`config.mk`:
```
export PLATFORM = sky130hd
export DESIGN_NAME = ram_ring_addresser
export DESIGN_NICKNAME = d
export VERILOG_FILES = /design/src/rtl/ram_ring_addresser_pkg.sv /design/src/rtl/ram_ring_addresser_ptr.sv /design/src/rtl/ram_ring_addresser.sv
export SDC_FILE = /design/constraint.sdc
export NUM_CORES = 1
export LEC_CHECK = 0
export BUFFER_PORTS_ARGS = -buffer_cell sky130_fd_sc_hd__clkbuf_2
export CAP_MARGIN = 20
export CORE_MARGIN = 2
export CORE_UTILIZATION = 50
export DETAILED_ROUTE_END_ITERATION = 10
export PLACE_DENSITY_LB_ADDON = 0.25
export SETUP_SLACK_MARGIN = 0.15
export SLEW_MARGIN = 40
export SYNTH_ARGS = -nofsm -noshare
export SYNTH_HDL_FRONTEND = slang
export SYNTH_SLANG_ARGS = --single-unit
```
`constraint.sdc`:
```
create_clock -name clk -period 3.75 [get_ports clk]
set_input_delay 0.9375 -clock clk [delete_from_list [all_inputs] [get_ports clk]]
set_output_delay 0.9375 -clock clk [all_outputs]
set_load 0.02 [all_outputs]
```
`src/rtl/ram_ring_addresser_pkg.sv`:
```
// Shared helpers for the ring-buffer address generator: pointer wrap
// function and count-width calculation.
package ram_addr_pkg;

    localparam int MAX_ADDR_W = 32;

    typedef logic [MAX_ADDR_W-1:0] addr_t;

    // Next address inside the window; LAST wraps back to FIRST.
    function automatic addr_t next_addr(input addr_t ptr, input addr_t first,
                                        input addr_t last, input logic down);
        if (ptr == last)
            return first;
        else if (down)
            return ptr - addr_t'(1);
        else
            return ptr + addr_t'(1);
    endfunction

    function automatic int count_width(input int depth);
        return $clog2(depth + 1);
    endfunction

endpackage

```
`src/rtl/ram_ring_addresser_ptr.sv`:
```
// Single wrapping pointer over [FIRST..LAST]; moves one step when advance
// is high and returns to FIRST on reset or clr.
module ram_ptr
    import ram_addr_pkg::*;
#(
    parameter int               ADDR_W = 11,
    parameter logic [ADDR_W-1:0] FIRST = '0,
    parameter logic [ADDR_W-1:0] LAST  = '0,
    parameter bit               DOWN   = 1'b1
) (
    input  logic              clk,
    input  logic              reset_n,
    input  logic              clr,
    input  logic              advance,
    output logic [ADDR_W-1:0] addr
);

    logic [ADDR_W-1:0] nxt;

    // Widen into the package function, then truncate back; the result always
    // lies inside the window so no significant bits are lost.
    assign nxt = ADDR_W'(next_addr(addr_t'(addr), addr_t'(FIRST), addr_t'(LAST), DOWN));

    always_ff @(posedge clk or negedge reset_n) begin
        if (!reset_n)
            addr <= FIRST;
        else if (clr)
            addr <= FIRST;
        else if (advance)
            addr <= nxt;
    end

endmodule

```
`src/rtl/ram_ring_addresser.sv`:
```
// Dual-pointer circular buffer address generator with fill count, full/empty
// decode and sticky overflow/underflow flags.
module ram_ring_addresser
    import ram_addr_pkg::*;
#(
    parameter  int ADDR_W    = 11,
    parameter  int DEPTH     = 2048,
    parameter  int BASE      = 0,
    parameter  int DOWN      = 1,
    parameter  int OVERWRITE = 1,
    localparam int CW        = count_width(DEPTH)
) (
    input  logic              clk,
    input  logic              reset_n,
    input  logic              clr,
    input  logic              wr_en,
    input  logic              rd_en,
    output logic [ADDR_W-1:0] wr_addr,
    output logic [ADDR_W-1:0] rd_addr,
    output logic              wr_ok,
    output logic              rd_ok,
    output logic [CW-1:0]     count,
    output logic              full,
    output logic              empty,
    output logic              wr_wrap,
    output logic              overflow,
    output logic              underflow
);

    localparam logic [ADDR_W-1:0] FIRST   = ADDR_W'((DOWN != 0) ? BASE + DEPTH - 1 : BASE);
    localparam logic [ADDR_W-1:0] LAST    = ADDR_W'((DOWN != 0) ? BASE : BASE + DEPTH - 1);
    localparam logic [CW-1:0]     DEPTH_C = CW'(DEPTH);
    localparam logic              OW      = (OVERWRITE != 0);

    if (DEPTH < 2 || longint'(BASE) + longint'(DEPTH) > (longint'(1) << ADDR_W)) begin : g_bad_cfg
        $error("ram_ring_addresser: window does not fit the address space");
    end

    logic rd_adv;

    assign full  = (count == DEPTH_C);
    assign empty = (count == '0);

    // A same-cycle read frees a slot, so a write to a full buffer is still
    // accepted alongside an accepted read even without overwrite.
    assign rd_ok   = rd_en & ~empty & ~clr;
    assign wr_ok   = wr_en & ~clr & (~full | OW | rd_ok);
    assign wr_wrap = wr_ok & (wr_addr == LAST);

    // Overwriting a full buffer drops the oldest entry by pushing rd along.
    assign rd_adv = rd_ok | (wr_ok & full & ~rd_ok);

    ram_ptr #(.ADDR_W(ADDR_W), .FIRST(FIRST), .LAST(LAST), .DOWN(DOWN != 0)) u_wr_ptr (
        .clk     (clk),
        .reset_n (reset_n),
        .clr     (clr),
        .advance (wr_ok),
        .addr    (wr_addr)
    );

    ram_ptr #(.ADDR_W(ADDR_W), .FIRST(FIRST), .LAST(LAST), .DOWN(DOWN != 0)) u_rd_ptr (
        .clk     (clk),
        .reset_n (reset_n),
        .clr     (clr),
        .advance (rd_adv),
        .addr    (rd_addr)
    );

    always_ff @(posedge clk or negedge reset_n) begin
        if (!reset_n) begin
            count     <= '0;
            overflow  <= 1'b0;
            underflow <= 1'b0;
        end else if (clr) begin
            count     <= '0;
            overflow  <= 1'b0;
            underflow <= 1'b0;
        end else begin
            if (wr_ok && !rd_ok && !full)
                count <= count + 1'b1;
            else if (rd_ok && !wr_ok)
                count <= count - 1'b1;
            if (wr_en && full && !rd_ok)
                overflow <= 1'b1;
            if (rd_en && empty)
                underflow <= 1'b1;
        end
    end

endmodule

```
==> Word level (Yosys, flattened, before mapping) <==
Index checks and enable logic that the tools add are counted.
{ "totals": {"out_inout_bits": 41, "reg_bits": 36, "input_bits": 5, "wordCells": 50} }
{ "op_classes": {"n_eq_ne": 1, "n_bitwise": 10, "reduce_logical": 17, "add_sub_neg": 4, "n_mux": 13} }
{ "op_table": {"columns": ["operator", "n"], "rows": [
  ["two-way mux 11 bit", 6],
  ["two-way mux 12 bit", 3],
  ["zero test 11 bit", 2],
  ["subtractor 11 x 1 -> 11 bit, second input constant", 2],
  ["adder 12 x 1 -> 12 bit, second input constant", 1],
  ["== test 12 bit, second input constant", 1],
  ["zero test 12 bit", 1],
  ["subtractor 12 x 1 -> 12 bit, second input constant", 1],
  ["nonzero test 2 bit", 4],
  ["bitwise AND 1 bit", 6],
  ["logical AND 1 bit", 6],
  ["two-way mux 1 bit", 4],
  ["zero test 1 bit", 3],
  ["inverter 1 bit", 3],
  ["nonzero test 3 bit", 1],
  ["bitwise OR 1 bit", 1]
]} }

==> Depth between registers and ports, before layout <==
Gate-level depths: netlist (run 1).
{ "depth": {"depth_word": 9, "depth_mapped": 11, "mapped_depth_nobuf": 11} }

==> Modules after synthesis <==
Synthesis (run 1) repeated with hierarchy kept, for this count alone.
{ "hier_totals": {"cells_unflattened": 242, "area_unflattened_um2": 2316.0} }
{ "modules_own_cells": {"columns": ["module", "cells_per_inst", "seq_area_each_um2", "n_inst", "area_per_inst_um2"], "rows": [
  ["ram_ptr", 56, 289.0, 2, 581.8],
  ["ram_ring_addresser", 130, 350.3, 1, 1152.4]
]} }

==> Worst setup path before layout (run 1) <==
No wires, ideal clock.
{ "synth_timing": {"kind": "flip-flop to flip-flop", "startpoint": "register count[3]", "endpoint": "register count[8]", "path_buffers": 0, "period_less_slack_ns": 3.189, "required_ns": 3.640, "path_slack_ns": 0.561, "path_stages_with_launch": 11, "setup_time_ns": 0.110, "arrival_time_ns": 3.079, "path_cell_list": "dfrtp_1 nor4_2 and4_1 a211o_1 ha_1 nor2b_1 o21ai_1 a21oi_1 or3_1 and3_1 o41ai_1"} }
{ "synth_via": {"word_cells_on_any_way": 16, "classes_between": "add/sub (2); eq/ne (1); mux (3); bitwise (3); reduce/logical (7)"} }
{ "synth_rtl": {"columns": ["item", "line", "text"], "rows": [
  ["start: declaration", "ram_ring_addresser.sv:22", "output logic [CW-1:0] count,"],
  ["start signal: assignment", "ram_ring_addresser.sv:80", "count <= count + 1'b1;"],
  ["start signal: assignment", "ram_ring_addresser.sv:82", "count <= count - 1'b1;"],
  ["== test 12 bit *", "ram_ring_addresser.sv:41", "assign full = (count == DEPTH_C);"],
  ["net full", "ram_ring_addresser.sv:23", "output logic full,"],
  ["zero test 1 bit *", "ram_ring_addresser.sv:79", "if (wr_ok && !rd_ok && !full)"],
  ["logical AND 1 bit *", "ram_ring_addresser.sv:79", null],
  ["two-way mux 12 bit", "ram_ring_addresser.sv:79", null],
  ["two-way mux 12 bit", "ram_ring_addresser.sv:74", "end else if (clr) begin"]
]} }
Mark *: on every way through the listed nets, which the timed path passes. The rest lies on a longest branch. The select of a mux whose other input is x is not followed.
A chain may end at the register's enable or synchronous reset.

==> Worst setup path in the final report (run 1) <==
{ "layout_timing": {"startpoint": "register count[6]", "endpoint": "register count[8]"} }
{ "layout_via": {"elab_chain_cells": 9, "word_cells_on_any_way": 16, "classes_between": "add/sub (2); eq/ne (1); mux (3); bitwise (3); reduce/logical (7)"} }
{ "layout_rtl": {"columns": ["item"], "rows": [
  ["parallel branches: the longest is 9 deep, another holds subtractor 12 x 1 -> 12 bit"]
]} }
Several ways; the timed one is not identified. The select of a mux whose other input is x is not followed.

==> results.tsv, run 1 <==
metric	value	unit
layout cell share with drive strength beyond 1	28.9	%
cell taking the most area after synthesis	dfstp_2	
worst slew pin tran	568	ps
Die Y	74.0	um
Nets	332	
Worst-Skew Late Latency	290	ps
DR pass1 iterations	4	
Routed Antenna Nets	0	
Hold Worst Slack	485	ps
min cycle time layout	3400	ps
worst vdd ir	0.000453	V
Area contributors post-synth	dfstp_2 24%, dfrtp_1 14%, ha_1 6.1%, nor3_1 4.5%, nor2_1 4.0%	
gr ovfl total	0	
Final Cycle Share	90.6	%
core area	0.00472	mm2
area fraction of the dominant cell type after synthesis	23.6	%
ys flop type	dfstp_2	
async set or reset register ratio after synthesis	100	%
Critical Path Source Type	flop	
antenna violations before repair	0	
post-DP HPWL	3890	um
largest family of logic cells by synthesized area	simple AND/OR/NAND/NOR gates	
Die ar.	0.00547	mm2
Post-Syn Area per Cell	9.14	um2
pwr dens	636	mW/mm2
first-pass GRT wire length	8880	um
Compound-Gate Fraction of Synth Area	18.0	%
Mapped Nets	286	
CP endpoint kind	flop	
hold-fix buffer count after cts	0	
adder-cell share of the synthesized area	6.95	%
number of diodes	0	
clock skew	6.95	ps
Post-Synthesis Cells	268	
xor/xnor share of the synthesized area	5.72	%
Root Driver	clkbuf_8	
Synth warnings	0	
Post-synth EDFFs	0	
post-layout util	60.1	%
worst setup margin	351	ps
via count	2162	
RSZ-0062 raised after global routing	false	
Fillers	419	
worst-path maximum fanout	13	
FP Rows	25	
Rel. slew slack	62.1	%
kind of critical path	reg2reg	
final WL	5330	um
Max Freq	0.294	GHz
DRC viols	0	
CTS max path bufs	2	
Syn Std Cell Area	0.00245	mm2
routability cong.	0.879	
I/O pins	46	
Commonest cells post-synth	26 x nor2_1, 22 x dfstp_2, 22 x nor3_1	
final std cells w/o fill	382	
post_cts resized	0	
Initial Utilization	51.8	%
synthesis-stage register bit count	36	
r2r setup slk	350	ps
pre-CTS setup slack	337	ps
Hold Fails Final Rpt	0	
max-slew violations	0	
WL/cell	14.0	um
Leakage	1.21	nW
status	finished, final reports clean	
via-per-instance ratio	5.66	
vias in the first global route	1957	
HP Class	reg2reg	
simple logic cell fraction of the synthesized area	25.6	%
post-synth cell types	64	
clock buffer count from CTS	5	
CTS tree	yes	
Layout area overhead	15.8	%
CTS sink cnt	36	
H-tree levels	2	
total global-route track usage	20.7	%
WP data required	3920	ps
largest net degree at the start of global routing	41	
setup tns final	0	ps
1st-iter DRT viols	101	
proportion of synthesized area in mux cells	2.04	%
worst path arrival time	3570	ps
Post-CTS Repair Setup Buffers	0	
CTS clk-pin slew, worst paths	70	ps
die width	74.0	um
Setup-failing EPs final	0	
register area share after synthesis	37.9	%
MaxCap Viol Count	0	
most frequent cell after synthesis	nor2_1	
port bufs	45	
cell count after placement	374	
==> critical path: stages (launching register included) <==
cell and delay (ps):
dfrtp_1 430, nor3_1 500, nand3_1 170, a211o_1 530, ha_1 410, nor2b_1 150
o21ai_1 200, a21oi_1 140, or3_1 370, and3_1 170, o41ai_1 220
==> through the flow <==
stage	power [mW]	cell area, um2
floorplan	1.26	2450
global placement	1.46	2730
detailed placement	1.47	2730
CTS	1.82	2840
global route	1.95	2840
finish	1.80	2840
==> cell usage in the layout, fill, tap and decap left out, drive strengths merged, types with 8 or more instances in the layout <==
cell    instances
nor3           22
inv            12
clkbuf         51
nand3           9
a21oi          18
xnor2           8
ha             12
dfrtp          14
nand2b         12
o21ai          11
xor2            8
dfstp          22
nor2           28
nand2          17
==> area by class of cell <==
class | instances | area, um2 | area share (%)
clock buffer | 6 | 72.6 | 2.56
clock inverter | 2 | 35.0 | 1.24
sequential | 36 | 928 | 32.7
multi-input combinational | 212 | 1430 | 50.4
timing repair buffer | 47 | 243 | 8.56
inverter | 12 | 45.0 | 1.59
tap | 67 | 83.8 | 2.96
==> per-layer routing <==
layer / up-vias / wire length, um / track usage [%]
li1: 1073 / - / -
met1: 1038 / 2420 / 26.3
met2: 44 / 2660 / 35.2
met3: 7 / 181 / 3.93
met4: 0 / 70 / 7.68
met5: - / 0 / 0
==> power by group <==
group | leakage, nW | switching, mW | internal (mW)
clock | 0.0552 | 0.136 | 0.197
sequential | 0.415 | 0.0926 | 0.458
combinational | 0.736 | 0.535 | 0.385
==> final timing paths <==
kind	start	end	cells after the start
worst max-delay path	count[6]	count[8]	10
worst min-delay path	u_rd_ptr.addr[9]	u_rd_ptr.addr[9]	2
worst max register to register	count[6]	count[8]	10
worst min register to register	u_rd_ptr.addr[9]	u_rd_ptr.addr[9]	2
max in group asynchronous	reset_n	u_wr_ptr.addr[0]	1
min in group asynchronous	reset_n	count[9]	1
==> state kept, by name, indices dropped and copies added (netlist names) <==
signal	flops
count	12
u_rd_ptr.addr	11
u_wr_ptr.addr	11
overflow	1
underflow	1
==> kinds of logic (layout without fill, tap and decap cells) <==
logic type / count (synthesis) / in the layout
xor gates and xnor gates: 16 / 16
DFF: 36 / 36
buffers and inverters: 20 / 67
AOI/OAI and AO/OA: 64 / 64
adders and majority gates: 13 / 13
muxes: 5 / 5
and+or+nand+nor: 114 / 114
Power figures use the tool's default switching activity.
==> inputs of run 2 (changes only) <==
--- a/config.mk
+++ b/config.mk
@@ -10,6 +10,7 @@
 export CORE_MARGIN = 2
 export CORE_UTILIZATION = 50
 export DETAILED_ROUTE_END_ITERATION = 10
+export GPL_TIMING_DRIVEN = 0
 export PLACE_DENSITY_LB_ADDON = 0.25
 export SETUP_SLACK_MARGIN = 0.15
 export SLEW_MARGIN = 40
==> run 2 against run 1 <==
Via count down 0.65%. Sequential share of layout area decreased by 0.17 points. Combinational power grew 0.5%. Worst hold slack better by 3.2 ps. Largest power group unchanged.
==> results.tsv, run 2 (synthesis results as in run 1) <==
metric	value	unit	change
status	finished, final reports clean		
Setup-failing EPs final	0		unchanged
Biggest register	count		
pre-CTS setup slack	237	ps	-100 ps
clock buffer count from CTS	5		unchanged
Final Cycle Share	88.1	%	-2.6 points
kind of critical path	reg2reg		
fin area	0.00285	mm2	+0.53%
CTS max path bufs	2		unchanged
FP Rows	25		unchanged
I/O pins	46		unchanged
CP endpoint kind	flop		
worst path arrival time	3480	ps	-90 ps
die width	74.0	um	unchanged
via-per-instance ratio	5.54		-2.2%
core area	0.00472	mm2	unchanged
Hold Fails Final Rpt	0		unchanged
antenna violations before repair	0		unchanged
pwr dens	620	mW/mm2	-2.5%
port bufs	45		unchanged
DR pass1 iterations	4		unchanged
HP Class	reg2reg		
WL/cell	13.8	um	-0.77%
Die ar.	0.00547	mm2	unchanged
setup tns final	0	ps	unchanged
Initial Utilization	51.8	%	unchanged
final WL	5370	um	+0.79%
Nets	338		+1.8%
MaxCap Viol Count	0		unchanged
max-slew violations	0		unchanged
Fillers	440		+5.0%
via count	2148		-0.65%
DRC viols	0		unchanged
Worst-Skew Late Latency	290	ps	about the same
Rel. slew slack	65.7	%	+3.6 points
CTS tree	yes		
min cycle time layout	3300	ps	-96.0 ps
worst setup margin	447	ps	+96.0 ps
CTS clk-pin slew, worst paths	70	ps	about the same
Die Y	74.0	um	unchanged
crit-path max cell delay	500	ps	-30 ps
Post-CTS Repair Setup Buffers	0		unchanged
CP Launch Point	count[6]		
Leakage	1.21	nW	+0.47%
RSZ-0062 raised after global routing	false		
max reg flops	12		unchanged
worst path cell trace	nor3_1, nand3_1, a211o_2, ha_1, nor2b_1, o21ai_1, a21oi_1, or3_1, and3_1, o41ai_1		
CTS sink cnt	36		unchanged
worst-path maximum fanout	13		unchanged
top flop regs	count: 12 flops, u_rd_ptr.addr: 11 flops, u_wr_ptr.addr: 11 flops		
routability cong.	0.850		-3.3%
vias in the first global route	1893		-3.3%
total global-route track usage	20.8	%	+0.030 points
first-pass GRT wire length	8850	um	-0.39%
Max Freq	0.303	GHz	+2.9%
number of diodes	0		unchanged
Critical Path Source Type	flop		
Layout area overhead	16.5	%	
worst slew pin tran	514	ps	-53.8 ps
Root Driver	clkbuf_8		
Routed Antenna Nets	0		unchanged
largest net degree at the start of global routing	37		-9.8%
gr ovfl total	0		unchanged
Placed Area	0.00276	mm2	+1.1%
layout cell share with drive strength beyond 1	29.0	%	+0.083 points
1st-iter DRT viols	61		-40%
worst hold start	u_rd_ptr.addr[9]		
H-tree levels	2		unchanged
most common cell after layout, fill and taps aside	clkbuf_2		
worst vdd ir	0.000406	V	-10%
post-DP HPWL	4010	um	+3.1%
FF-to-FF Start	count[6]		
WP data required	3930	ps	about the same
clock skew	4.43	ps	-2.52 ps
most frequent cells in the layout	44 x clkbuf_2, 26 x nor2_1, 22 x nor3_1, 22 x dfstp_2		
Crit-path slowest cell	a211o_2		
hold-fix buffer count after cts	0		unchanged
[run 2: cell type report]
type / instances / area, um2 / share of cell area, %
Inverter: 12 / 45.0 / 1.58
Buffer: 8 / 46.3 / 1.62
Clock buffer: 8 / 90.1 / 3.16
Multi-Input combinational cell: 212 / 1430 / 50.2
Tap cell: 67 / 83.8 / 2.94
Timing Repair Buffer: 45 / 228 / 7.99
Sequential cell: 36 / 928 / 32.6
[run 2: worst max-delay path, delay by kind of cell (launching register included)]
kind	cells	cell delay [ps]
and+or+nand+nor	5	1320
DFF	1	450
adders and majority gates	1	370
AOI/OAI and AO/OA	4	1060
[run 2: metrics by stage]
step	total power, mW	std cells	utilization [%]	hold WS, ps
finish	1.77	388	60.4	488
global route	1.91	388	60.4	510
CTS	1.78	388	60.3	485
detailed placement	1.49	380	58.4	475
global placement	1.47	380	58.4	472
floorplan	1.26	268	-	508
[run 2: final timing paths]
kind,cells after the start,slack (ps),end
setup reg to reg,10,450,count[8]
setup / recovery,10,450,count[8]
hold reg to reg,2,490,u_rd_ptr.addr[9]
min in group asynchronous,1,640,count[11]
max in group asynchronous,1,2750,u_rd_ptr.addr[4]
hold / removal,2,490,u_rd_ptr.addr[9]
[run 2: metal layers]
layer  wire, um  share of wire [%]  global-route usage [%]  up-vias
met5          0                  0                       0        -
met4         63                1.2                    6.06        0
met3        176                3.3                    3.39        5
met2       2600                 48                    34.1       37
met1       2530                 47                    28.4     1015
li1           -                  -                       -     1091
[run 2: repair_timing]
item / CTS / global route
resized for setup: 0 / 1
endpoints found under the hold margin: 0 / 0
endpoints found under the setup margin: 0 / 1
[run 2: report_power, final]
group | switching [mW] | total, mW | leakage [nW] | internal [mW]
sequential | 0.0962 | 0.554 | 0.415 | 0.458
clock | 0.138 | 0.288 | 0.0455 | 0.150
combinational | 0.530 | 0.926 | 0.752 | 0.396
total | 0.764 | 1.77 | 1.21 | 1.00
==> inputs of run 3 (changes only) <==
--- a/config.mk
+++ b/config.mk
@@ -5,6 +5,7 @@
 export SDC_FILE = /design/constraint.sdc
 export NUM_CORES = 1
 export LEC_CHECK = 0
+export ABC_AREA = 1
 export BUFFER_PORTS_ARGS = -buffer_cell sky130_fd_sc_hd__clkbuf_2
 export CAP_MARGIN = 20
 export CORE_MARGIN = 2
@@ -16,4 +17,5 @@
 export SLEW_MARGIN = 40
 export SYNTH_ARGS = -nofsm -noshare
 export SYNTH_HDL_FRONTEND = slang
+export SYNTH_HIERARCHICAL = 1
 export SYNTH_SLANG_ARGS = --single-unit
==> run 3 against run 2 <==
Clock-buffer cell count shrank 2. Combinational power grew 30%. Sequential cell count is the same. Global-route usage grew 0.87 points. Routed wire length grew 11%. Utilization shrank 0.63 points. Sequential power shrank 3%. First-iteration DRC count grew 100%. Clock skew grew 3.6 ps. Register-to-register slack gained 640 ps. Synthesized cell count grew 35%. Via count grew 16%. Highest routed layer unchanged.
==> results.tsv, run 3 <==
metric	value	unit	change
Placed Area	0.00292	mm2	+5.9%
H-tree levels	2		unchanged
final WL	5980	um	+11%
ys flop type	dfstp_2		
Worst-Skew Late Latency	290	ps	about the same
HP Class	reg2reg		
sw power	1.02	mW	+33%
Rel. slew slack	67.8	%	+2.0 points
met2 usage	38.1	%	+4.0 points
total global-route track usage	21.6	%	+0.87 points
FP Rows	26		+4.0%
Leakage	1.62	nW	+33%
Pint	1.04	mW	+3.7%
worst path arrival time	3490	ps	about the same
die width	76.2	um	+3.0%
hold-fix buffer count after cts	0		unchanged
CTS tree	yes		
sequential share of power	26.2	%	-5.2 points
final std cells w/o fill	485		+25%
kind of critical path	in2reg		
antenna violations before repair	0		unchanged
CTS max path bufs	2		unchanged
r2r setup slk	1090	ps	+640 ps
GR Util met1	26.4	%	-2.1 points
pre-CTS setup slack	-176	ps	-413 ps
RSZ-0062 raised after global routing	false		
WL/cell	12.3	um	-11%
MaxCap Viol Count	0		unchanged
Commonest cells post-synth	95 x nand2_1, 53 x inv_1, 42 x nand3_1		
clock skew	8.07	ps	+3.64 ps
status	finished, final reports clean		
Hold Fails Final Rpt	0		unchanged
worst setup margin	443	ps	-4.45 ps
worst hold start	u_rd_ptr/addr[10]		
most common cell after layout, fill and taps aside	nand2_1		
Max Freq	0.302	GHz	-0.13%
post-DP HPWL	4530	um	+13%
most frequent cell after synthesis	nand2_1		
setup tns final	0	ps	unchanged
Post-Synthesis Cells	362		+35%
cell taking the most area after synthesis	dfstp_2		
Root Driver	clkbuf_8		
Synth warnings	6		+6
clock share of power	15.6	%	-0.7 points
Area contributors post-synth	dfstp_2 22%, nand2_1 14%, dfrtp_1 13%, nand3_1 8.1%, inv_1 7.6%		
worst-path maximum fanout	15		+2
Die ar.	0.00581	mm2	+6.2%
DR pass1 iterations	4		unchanged
register area share after synthesis	35.6	%	-2.3 points
combinational share of power	58.2	%	+5.8 points
I/O pins	46		unchanged
DRC viols	0		unchanged
most frequent cells in the layout	95 x nand2_1, 53 x inv_1, 44 x clkbuf_2, 42 x nand3_1, 38 x nor2_1		
Critical Path Source Type	primary input		
Mapped Nets	380		+33%
post-synth cell types	31		-52%
number of diodes	0		unchanged
Layout area overhead	16.2	%	
Crit-path slowest cell	ha_1		
Syn Std Cell Area	0.00261	mm2	+6.5%
via count	2490		+16%
CP Launch Point	clr		
sw frac	49.4	%	+6.2 points
async set or reset register ratio after synthesis	100	%	unchanged
Setup-failing EPs final	0		unchanged
max-slew violations	0		unchanged
Biggest register	count		
Hold Worst Slack	482	ps	-6.32 ps
fin area	0.00303	mm2	+6.3%
gr ovfl total	0		unchanged
CP endpoint kind	flop		
layout cell share with drive strength beyond 1	24.3	%	-4.6 points
CTS clk-pin slew, worst paths	80	ps	about the same
Nets	432		+28%
routability cong.	0.959		+13%
worst slew pin tran	483	ps	-30.5 ps
clock buffer count from CTS	5		unchanged
core area	0.00507	mm2	+7.4%
worst vdd ir	0.000444	V	+9.4%
crit-path max cell delay	410	ps	-90 ps
pwr dens	678	mW/mm2	+9.4%
GR peak layer	met2		
vias in the first global route	2381		+26%
synthesis-stage register bit count	36		unchanged
Post-synth EDFFs	0		unchanged
min cycle time layout	3310	ps	+4.46 ps
cell count after placement	477		+26%
post-layout util	59.7	%	-0.63 points
top flop regs	count: 12 flops, u_rd_ptr/addr: 11 flops, u_wr_ptr/addr: 11 flops		
worst path cell trace	clkbuf_2, buf_6, nor2_2, inv_1, a21oi_2, nand2_4, ha_1, nand2_1, o21ai_1, nand2_1, nand2_1, nand2_1, nand2_1, nand3_1, nand3_1, nand2_1		
WP data required	3930	ps	about the same
total design power	2.06	mW	+16%
1st-iter DRT viols	122		+100%
Post-Syn Area per Cell	7.21	um2	-21%
area fraction of the dominant cell type after synthesis	22.2	%	-1.4 points
CTS sink cnt	36		unchanged
via-per-instance ratio	5.13		-7.3%
FF-to-FF Start	count[5]		
Initial Utilization	51.4	%	-0.44 points
Final Cycle Share	88.2	%	+0.12 points
first-pass GRT wire length	10400	um	+17%
Die Y	76.2	um	+3.0%
largest net degree at the start of global routing	37		unchanged
met3 GRT Util	3.67	%	+0.29 points
port bufs	45		unchanged
Routed Antenna Nets	0		unchanged
most used cell along the critical path	nand2_1		
max reg flops	12		unchanged
## run 3: changes by cell type after synthesis, moves of 6 or more
cell      change
nand2_1      +78
inv_1        +42
nand3_1      +33
nor3_1       -16
nor2_1       +13
nand2b_1     -12
o21ai_1      +11
xnor2_1       -6
## run 3: repair_timing
action,4_1_cts,5_1_grt
cloned,0,0
buffers inserted,0,0
resized for setup,1,1
hold endpoints to repair,0,0
setup endpoints to repair,1,2
## run 3: cell families after synthesis
family                     synth area share (%)
adders and majority gates                  6.52
buffers and inverters                      8.97
AOI/OAI and AO/OA                          9.07
and+or+nand+nor                            37.5
xor gates and xnor gates                   2.35
DFF                                        35.6
## run 3: final timing paths
| check | to | cells after the start |
|---|---|---|
| setup reg to reg | count[11] | 16 |
| setup / recovery | count[11] | 16 |
| hold / removal | u_rd_ptr/addr[10] | 2 |
| min in group asynchronous | count[0] | 1 |
| max in group asynchronous | u_rd_ptr/addr[1] | 1 |
| hold reg to reg | u_rd_ptr/addr[10] | 2 |
## run 3: per-layer routing
metal  routed length [um]  vias up  part of all wire, %
met3                  248        8                  4.1
met1                 2680     1154                   45
met2                 2970       60                   50
met5                    0        -                    0
li1                     -     1268                    -
met4                   87        0                  1.5
## run 3: cell type report
type / instances / area, um2
repair buffers: 45 / 228
fillers: 490 / 2040
multi-input cells: 269 / 1450
plain buffers: 2 / 22.5
flip-flops and latches: 36 / 928
inverters: 55 / 211
clock buffers: 6 / 93.8
well taps: 70 / 87.6
clock inverters: 2 / 11.3
## run 3: power by group through the flow
stage               clock, mW  sequential, mW  combinational [mW]
floorplan                   0           0.605               0.834
global placement            0           0.544                1.16
detailed placement          0           0.547                1.18
CTS                     0.331           0.540                1.19
global route            0.346           0.549                1.35
finish                  0.321           0.539                1.20
## run 3: worst max-delay path, delay by kind of cell
kind / cells / cell delay [ps]
and+or+nand+nor: 10 / 1050
buffers and inverters: 3 / 610
AOI/OAI and AO/OA: 2 / 490
adders and majority gates: 1 / 410
